**src/rtl/hapara_icap_stream_pkg.sv**
```systemverilog
// Shared definitions for the buffered ICAP bitstream feeder:
// slave register map (addr[3:2]), CTRL bit indices, STATUS bit positions
// and the drain FSM state encoding.
package hapara_icap_stream_pkg;

    localparam logic [1:0] REG_DATA   = 2'd0;
    localparam logic [1:0] REG_CTRL   = 2'd1;
    localparam logic [1:0] REG_LEN    = 2'd2;
    localparam logic [1:0] REG_STATUS = 2'd3;

    localparam int unsigned CTRL_START = 0;
    localparam int unsigned CTRL_ABORT = 1;

    localparam int unsigned STAT_OVF  = 31;
    localparam int unsigned STAT_DONE = 30;
    localparam int unsigned STAT_BUSY = 29;

    typedef enum logic [1:0] {
        IDLE   = 2'd0,
        STREAM = 2'd1,
        DONE   = 2'd2,
        FLUSH  = 2'd3
    } state_e;

endpackage

```
**src/rtl/hapara_burst_icap_bitswap.sv**
```systemverilog
// Per-byte bit reversal used to present bus words in ICAP bit order.
//  SWAP    1: byte_o[j] = byte_i[7-j]; 0: pass-through
//  byte_i  in  8  input byte
//  byte_o  out 8  output byte
module hapara_burst_icap_bitswap #(
    parameter bit SWAP = 1'b1
) (
    input  logic [7:0] byte_i,
    output logic [7:0] byte_o
);

    for (genvar j = 0; j < 8; j++) begin : g_bit
        if (SWAP) begin : g_swap
            assign byte_o[j] = byte_i[7-j];
        end else begin : g_pass
            assign byte_o[j] = byte_i[j];
        end
    end

endmodule

```
**src/rtl/hapara_icap_stream_fifo.sv**
```systemverilog
// Synchronous FIFO with single-cycle flush and an occupancy count.
//  clk_i    in   1          clock
//  rst_ni   in   1          synchronous active-low reset
//  push_i   in   1          write request (dropped when full unless popping)
//  pop_i    in   1          read request (ignored when empty)
//  flush_i  in   1          discard all contents
//  wdata_i  in   WIDTH      write data
//  rdata_o  out  WIDTH      head-of-queue data (combinational)
//  full_o   out  1          level == DEPTH
//  empty_o  out  1          level == 0
//  level_o  out  log2(D)+1  number of stored words, 0..DEPTH
module hapara_icap_stream_fifo #(
    parameter int unsigned WIDTH = 32,
    parameter int unsigned DEPTH = 16
) (
    input  logic                     clk_i,
    input  logic                     rst_ni,
    input  logic                     push_i,
    input  logic                     pop_i,
    input  logic                     flush_i,
    input  logic [WIDTH-1:0]         wdata_i,
    output logic [WIDTH-1:0]         rdata_o,
    output logic                     full_o,
    output logic                     empty_o,
    output logic [$clog2(DEPTH):0]   level_o
);

    localparam int unsigned AW = $clog2(DEPTH);
    localparam int unsigned LW = AW + 1;

    logic [WIDTH-1:0] mem_q [DEPTH];
    logic [AW-1:0]    wr_ptr_q;
    logic [AW-1:0]    rd_ptr_q;
    logic [LW-1:0]    level_q;
    logic             push_ok;
    logic             pop_ok;

    assign full_o  = (level_q == LW'(DEPTH));
    assign empty_o = (level_q == '0);
    assign level_o = level_q;
    assign rdata_o = mem_q[rd_ptr_q];

    assign pop_ok  = pop_i && !empty_o;
    // a full FIFO still accepts a push in the same cycle as a pop
    assign push_ok = push_i && (!full_o || pop_ok);

    always_ff @(posedge clk_i) begin
        if (push_ok && !flush_i) begin
            mem_q[wr_ptr_q] <= wdata_i;
        end
    end

    always_ff @(posedge clk_i) begin
        if (!rst_ni || flush_i) begin
            wr_ptr_q <= '0;
            rd_ptr_q <= '0;
            level_q  <= '0;
        end else begin
            if (push_ok) begin
                wr_ptr_q <= wr_ptr_q + AW'(1);
            end
            if (pop_ok) begin
                rd_ptr_q <= rd_ptr_q + AW'(1);
            end
            if (push_ok && !pop_ok) begin
                level_q <= level_q + LW'(1);
            end else if (pop_ok && !push_ok) begin
                level_q <= level_q - LW'(1);
            end
        end
    end

endmodule

```
**src/rtl/hapara_icap_stream.sv**
```systemverilog
// Buffered, self-counting ICAP bitstream feeder. A BRAM-style slave port
// fills a FIFO; a drain FSM pushes exactly LEN words to the ICAP pins with
// optional per-byte bit reversal.
//  clk        in   1             clock
//  rst        in   1             synchronous active-low reset
//  en         in   1             slave access strobe
//  we         in   DATA_WIDTH/8  byte enables; write only when all set
//  addr       in   DATA_WIDTH    byte address, addr[3:2] selects register
//  din        in   DATA_WIDTH    write data
//  dout       out  DATA_WIDTH    read data, one cycle after the access
//  icap_csib  out  1             ICAP chip select, active low
//  icap_rdwrb out  1             ICAP direction, always write (0)
//  icap_i     out  DATA_WIDTH    ICAP data word
//  busy       out  1             run in progress
//  done       out  1             single-cycle pulse at run completion
module hapara_icap_stream
    import hapara_icap_stream_pkg::*;
#(
    parameter int unsigned DATA_WIDTH = 32,
    parameter int unsigned FIFO_DEPTH = 16,
    parameter int unsigned CNT_WIDTH  = 24,
    parameter bit          BIT_SWAP   = 1'b1
) (
    input  logic                    clk,
    input  logic                    rst,
    input  logic                    en,
    input  logic [DATA_WIDTH/8-1:0] we,
    input  logic [DATA_WIDTH-1:0]   addr,
    input  logic [DATA_WIDTH-1:0]   din,
    output logic [DATA_WIDTH-1:0]   dout,
    output logic                    icap_csib,
    output logic                    icap_rdwrb,
    output logic [DATA_WIDTH-1:0]   icap_i,
    output logic                    busy,
    output logic                    done
);

    localparam int unsigned NB = DATA_WIDTH / 8;
    localparam int unsigned LW = $clog2(FIFO_DEPTH) + 1;

    state_e                 state_q;
    logic [CNT_WIDTH-1:0]   len_q;
    logic [CNT_WIDTH-1:0]   remaining_q;
    logic                   busy_q;
    logic                   done_q;
    logic                   done_sticky_q;
    logic                   ovf_q;
    logic                   vld_q;
    logic [DATA_WIDTH-1:0]  word_q;
    logic                   csib_q;
    logic [DATA_WIDTH-1:0]  icap_q;
    logic [DATA_WIDTH-1:0]  dout_q;

    logic [1:0]             sel;
    logic                   wr_acc;
    logic                   rd_acc;
    logic                   start_req;
    logic                   abort_req;
    logic                   fifo_push;
    logic                   fifo_pop;
    logic                   fifo_flush;
    logic                   fifo_full;
    logic                   fifo_empty;
    logic [LW-1:0]          fifo_level;
    logic [DATA_WIDTH-1:0]  fifo_rdata;
    logic                   overflow;
    logic [DATA_WIDTH-1:0]  word_sw;
    logic [DATA_WIDTH-1:0]  rdata;
    logic                   unused_addr;

    assign unused_addr = ^{addr[DATA_WIDTH-1:4], addr[1:0]};

    assign sel       = addr[3:2];
    assign wr_acc    = en && (&we);
    assign rd_acc    = en && !(&we);
    assign start_req = wr_acc && (sel == REG_CTRL) && din[CTRL_START];
    assign abort_req = wr_acc && (sel == REG_CTRL) && din[CTRL_ABORT];

    assign fifo_push  = wr_acc && (sel == REG_DATA) && (state_q != FLUSH);
    // STREAM always has remaining != 0; an abort write blocks the pop so no
    // new word enters the output pipeline after the abort
    assign fifo_pop   = (state_q == STREAM) && !fifo_empty && !abort_req;
    assign fifo_flush = (state_q == FLUSH);
    assign overflow   = fifo_push && fifo_full && !fifo_pop;

    hapara_icap_stream_fifo #(
        .WIDTH (DATA_WIDTH),
        .DEPTH (FIFO_DEPTH)
    ) u_fifo (
        .clk_i   (clk),
        .rst_ni  (rst),
        .push_i  (fifo_push),
        .pop_i   (fifo_pop),
        .flush_i (fifo_flush),
        .wdata_i (din),
        .rdata_o (fifo_rdata),
        .full_o  (fifo_full),
        .empty_o (fifo_empty),
        .level_o (fifo_level)
    );

    for (genvar k = 0; k < NB; k++) begin : g_swap
        hapara_burst_icap_bitswap #(
            .SWAP (BIT_SWAP)
        ) u_bitswap (
            .byte_i (word_q[8*k +: 8]),
            .byte_o (word_sw[8*k +: 8])
        );
    end

    always_comb begin
        rdata = '0;
        unique case (sel)
            REG_LEN: rdata[CNT_WIDTH-1:0] = len_q;
            REG_STATUS: begin
                rdata[STAT_OVF]  = ovf_q;
                rdata[STAT_DONE] = done_sticky_q;
                rdata[STAT_BUSY] = busy_q;
                rdata[LW-1:0]    = fifo_level;
            end
            default: rdata = '0;
        endcase
    end

    // Output path is two stages: pop captures the head word into word_q,
    // the following edge drives it (swapped) onto the ICAP pins. done is
    // registered off the DONE state so it lines up with the final word.
    always_ff @(posedge clk) begin
        if (!rst) begin
            state_q       <= IDLE;
            len_q         <= '0;
            remaining_q   <= '0;
            busy_q        <= 1'b0;
            done_q        <= 1'b0;
            done_sticky_q <= 1'b0;
            ovf_q         <= 1'b0;
            vld_q         <= 1'b0;
            word_q        <= '0;
            csib_q        <= 1'b1;
            icap_q        <= '0;
            dout_q        <= '0;
        end else begin
            vld_q <= fifo_pop;
            if (fifo_pop) begin
                word_q <= fifo_rdata;
            end
            csib_q <= !vld_q;
            if (vld_q) begin
                icap_q <= word_sw;
            end

            done_q <= (state_q == DONE) && !abort_req;

            if (wr_acc && (sel == REG_LEN) && !busy_q) begin
                len_q <= din[CNT_WIDTH-1:0];
            end
            if (rd_acc) begin
                dout_q <= rdata;
            end

            if (abort_req) begin
                state_q <= FLUSH;
                busy_q  <= 1'b0;
            end else begin
                unique case (state_q)
                    IDLE: begin
                        if (start_req) begin
                            busy_q <= 1'b1;
                            ovf_q  <= 1'b0;
                            if (len_q != '0) begin
                                state_q       <= STREAM;
                                remaining_q   <= len_q;
                                done_sticky_q <= 1'b0;
                            end else begin
                                state_q <= DONE;
                            end
                        end
                    end
                    STREAM: begin
                        if (fifo_pop) begin
                            remaining_q <= remaining_q - CNT_WIDTH'(1);
                            if (remaining_q == CNT_WIDTH'(1)) begin
                                state_q <= DONE;
                            end
                        end
                    end
                    DONE: begin
                        state_q       <= IDLE;
                        busy_q        <= 1'b0;
                        done_sticky_q <= 1'b1;
                    end
                    FLUSH: state_q <= IDLE;
                    default: state_q <= IDLE;
                endcase
            end

            // placed after the FSM so a dropped push wins over a start clear
            if (overflow) begin
                ovf_q <= 1'b1;
            end
        end
    end

    assign dout       = dout_q;
    assign icap_csib  = csib_q;
    assign icap_rdwrb = 1'b0;
    assign icap_i     = icap_q;
    assign busy       = busy_q;
    assign done       = done_q;

endmodule

```
**config.mk**
```make
export PLATFORM = sky130hd
export DESIGN_NAME = hapara_icap_stream
export DESIGN_NICKNAME = d
export VERILOG_FILES = /design/src/rtl/hapara_icap_stream_pkg.sv /design/src/rtl/hapara_burst_icap_bitswap.sv /design/src/rtl/hapara_icap_stream_fifo.sv /design/src/rtl/hapara_icap_stream.sv
export SDC_FILE = /design/constraint.sdc
export NUM_CORES = 1
export LEC_CHECK = 0
export BUFFER_PORTS_ARGS = -buffer_cell sky130_fd_sc_hd__buf_2
export CAP_MARGIN = 20
export CORE_MARGIN = 4
export CORE_UTILIZATION = 61
export DETAILED_ROUTE_END_ITERATION = 6
export PLACE_DENSITY = 0.9
export SLEW_MARGIN = 10
export SYNTH_ARGS = -nofsm -noshare
export SYNTH_HDL_FRONTEND = slang
export SYNTH_SLANG_ARGS = --single-unit
```
**constraint.sdc**
```tcl
create_clock -name clk -period 4.9 [get_ports clk]
set_clock_uncertainty 0.2 [all_clocks]
set_input_delay 0.49 -clock clk [delete_from_list [all_inputs] [get_ports clk]]
set_output_delay 0.49 -clock clk [all_outputs]
set_load 0.005 [all_outputs]
```
==> metrics.txt <==
post-synthesis register bit count=between 600 and 700; met3 WL=8557 um; top cell type's share of synthesized area=0.5896; GR Util All Layers=0.3055; CTS H-Tree Depth=2; pin count of the biggest net entering global routing=67; antenna-violating nets left=0; fin util=0.6991; max-cap check violation count=0; cell accounting for the most synthesized area=edfxtp_1; grt ovf=0; crit path DAT=a little over 4 ns; initial DRC count=around 2600; first-pass GRT wire length=about 110000 um; Worst setup SP type=flop; initial antenna violation count=6; top_reg_cell synth=edfxtp_1; PD cells=roughly 380 nW/um2; Slew Limit Fails=0; num rows=75; final setup vio count=0; most frequent cells after synthesis=512 x edfxtp_1, 173 x nand2_1, 160 x dfxtp_1, 160 x mux4_2, 100 x a21oi_1; Top Layer Used=met5; met2 wire length=33920 um; failing checks=design-rule violations; port buffer count=just over 100; TritonCTS clock tree=yes; WL/cell=~31 um; Clock Tree Buf Depth=3; Starting Density=0.6189; fin crit share=0.8203; EDFF count, synth=512; CTS resizes=0; core area=approximately 42000 um2; Finished Layout Cells=around 2200; Netlist cell types=69; sequential fraction of the synthesis area=0.7124; setup total negative slack=0 ns; layout cells sized above 1=0.2563; root buf cell=clkbuf_16; VDD IR-drop max=between 200 and 300 uV; GP Congestion=0.8460; yosys warns=0; DR DRC count=27; Die W=roughly 210 um; TritonCTS Buffers=61; number of global-route vias before repair=~16000; Detailed Routing Iterations Pass 1=7; Critical Path End Type=flop; fill count=between 2000 and 2500; HPWL after detailed placement=37380 um; CP max FO=21; crit path kind=flop to flop; DIE AREA=46120 um2; Tmin final=between 4 and 5 ns; met1 wire length=approximately 24000 um; Post-Syn Area per Cell=roughly 17 um2; top-count cell post-synth=edfxtp_1; leakage=between 9 and 10 nW; CTS Sinks=roughly 670; Worst-Margin Slew=approximately 1.1 ns; I/O Pins=around 140; routed vias=roughly 16000; nets=between 1500 and 2000; worst skew pair latency=0.64 ns; clock transition at the registers of the reported paths=about 0.070 ns; ys async rst share=0; worst min-delay path category=input pin to flop; post-CTS setup buffer count=0; Syn Inst Count=~1500; placed insts=approximately 2100; top cells by area, synth=edfxtp_1 59%, mux4_2 14%, dfxtp_1 12%, nand2_1 2.5%, a21oi_1 1.9%; FMAX=248.8 MHz; Area Growth Syn to Fin=12.95%; CTS Hold Bufs=0; final hold vios=0; Post-Synthesis Cell Area=26080 um2; vias per cell=approximately 7.1; Routed WL=between 70000 and 80000 um; Rel. slew slack=0.2955; Critical Path RT=between 4 and 5 ns; RSZ-0062 raised after global routing=false; Die Ht=214.8 um; result of the run=finished with violations
==> power breakdown <==
group / total (W) / switching, W / internal (W)
sequential: 0.00612 / 0.00000310 / 0.00611
combinational: 0.000151 / 0.000125 / 0.0000256
clock: 0.00505 / 0.00216 / 0.00289
==> layout make-up <==
class,instances,area (um2),area share
multi-input cells,758,7173,0.2435
well taps,539,674.4,0.02290
clock inverters,37,444.2,0.01508
inverters,11,42.54,0.001444
clock buffers,77,1669,0.05666
flip-flops and latches,672,18590,0.6311
repair buffers,142,860.8,0.02922
diodes,1,2.502,0.00008495
==> cells by family after synthesis <==
kind of cell               synth area share
other                             0.0001438
and+or+nand+nor                     0.05705
AOI/OAI and AO/OA                   0.05009
buffers and inverters               0.01794
muxes                                0.1533
DFF                                  0.7124
adders and majority gates          0.006045
xor gates and xnor gates           0.003023
==> metal layers <==
layer  track usage  vias up
met5             0        -
met4        0.1318       10
met3       0.08701      362
met2        0.4925     1399
met1        0.3950     7803
li1              -     6275
==> critical path, stage by stage, from the launching register on <==
cell,delay [ns]
dfxtp_1,0.87
inv_1,0.47
nand3_1,0.26
and2_1,0.31
nand2_1,0.32
nor2_4,0.71
buf_4,0.48
==> sequential cells by signal, summed over array words and instances (netlist names), 2 cells and up <==
signal	cells
dout	27
icap_i	32
len_q	24
remaining_q	24
state_q	2
u_fifo.level_o	5
u_fifo.mem_q	512
u_fifo.rd_ptr_q	4
u_fifo.wr_ptr_q	4
word_q	32
==> layout by cell type (no fill, tap or decap), types with 6 or more instances in the layout <==
| cell | synthesis | routed |
|---|---|---|
| a21oi_1 | 100 | 100 |
| a22o_1 | 20 | 20 |
| and2_1 | 7 | 7 |
| buf_2 | 14 | 102 |
| buf_4 | 6 | 36 |
| bufinv_16 | 0 | 9 |
| clkbuf_1 | 71 | 10 |
| clkbuf_16 | 0 | 63 |
| clkinv_1 | 1 | 9 |
| clkinv_2 | 0 | 11 |
| clkinvlp_4 | 0 | 6 |
| conb_1 | 1 | 6 |
| dfxtp_1 | 160 | 155 |
| edfxtp_1 | 512 | 512 |
| ha_1 | 11 | 11 |
| inv_1 | 10 | 9 |
| mux2i_1 | 35 | 35 |
| mux4_2 | 160 | 160 |
| nand2_1 | 173 | 173 |
| nand3_1 | 14 | 14 |
| nand4_1 | 7 | 7 |
| nor2_1 | 68 | 56 |
| nor2_4 | 0 | 12 |
| nor3_1 | 16 | 11 |
| nor4_1 | 12 | 12 |
| o21ai_0 | 15 | 15 |
| o22ai_1 | 6 | 6 |
| o32ai_1 | 9 | 9 |
| xnor2_1 | 7 | 7 |
==> metrics by stage <==
stage | power (W) | setup WS, ns | hold WS (ns) | instance area (um2)
after detailed placement | 0.006385 | 1.133 | 0.2500 | 27300
after floorplan | 0.006293 | 0.5821 | 0.2360 | 26100
final | 0.01132 | 0.8805 | 0.02790 | 29460
after global placement | 0.006374 | 1.260 | 0.2383 | 27290
after global routing | 0.01159 | 0.7985 | 0.01360 | 29460
after CTS | 0.01133 | 1.081 | 0.0008666 | 29410
==> final timing paths <==
check	start	cells past startpoint	slack, ns	end
min reg2reg	dout[29]	2	0.26	dout[29]
max	state_q[0]	6	0.88	u_fifo.mem_q[12][14]
max reg2reg	state_q[0]	6	0.88	u_fifo.mem_q[12][14]
min	din[25]	1	0.03	u_fifo.mem_q[8][25]
No activity file was read; power rests on OpenSTA's default activity.
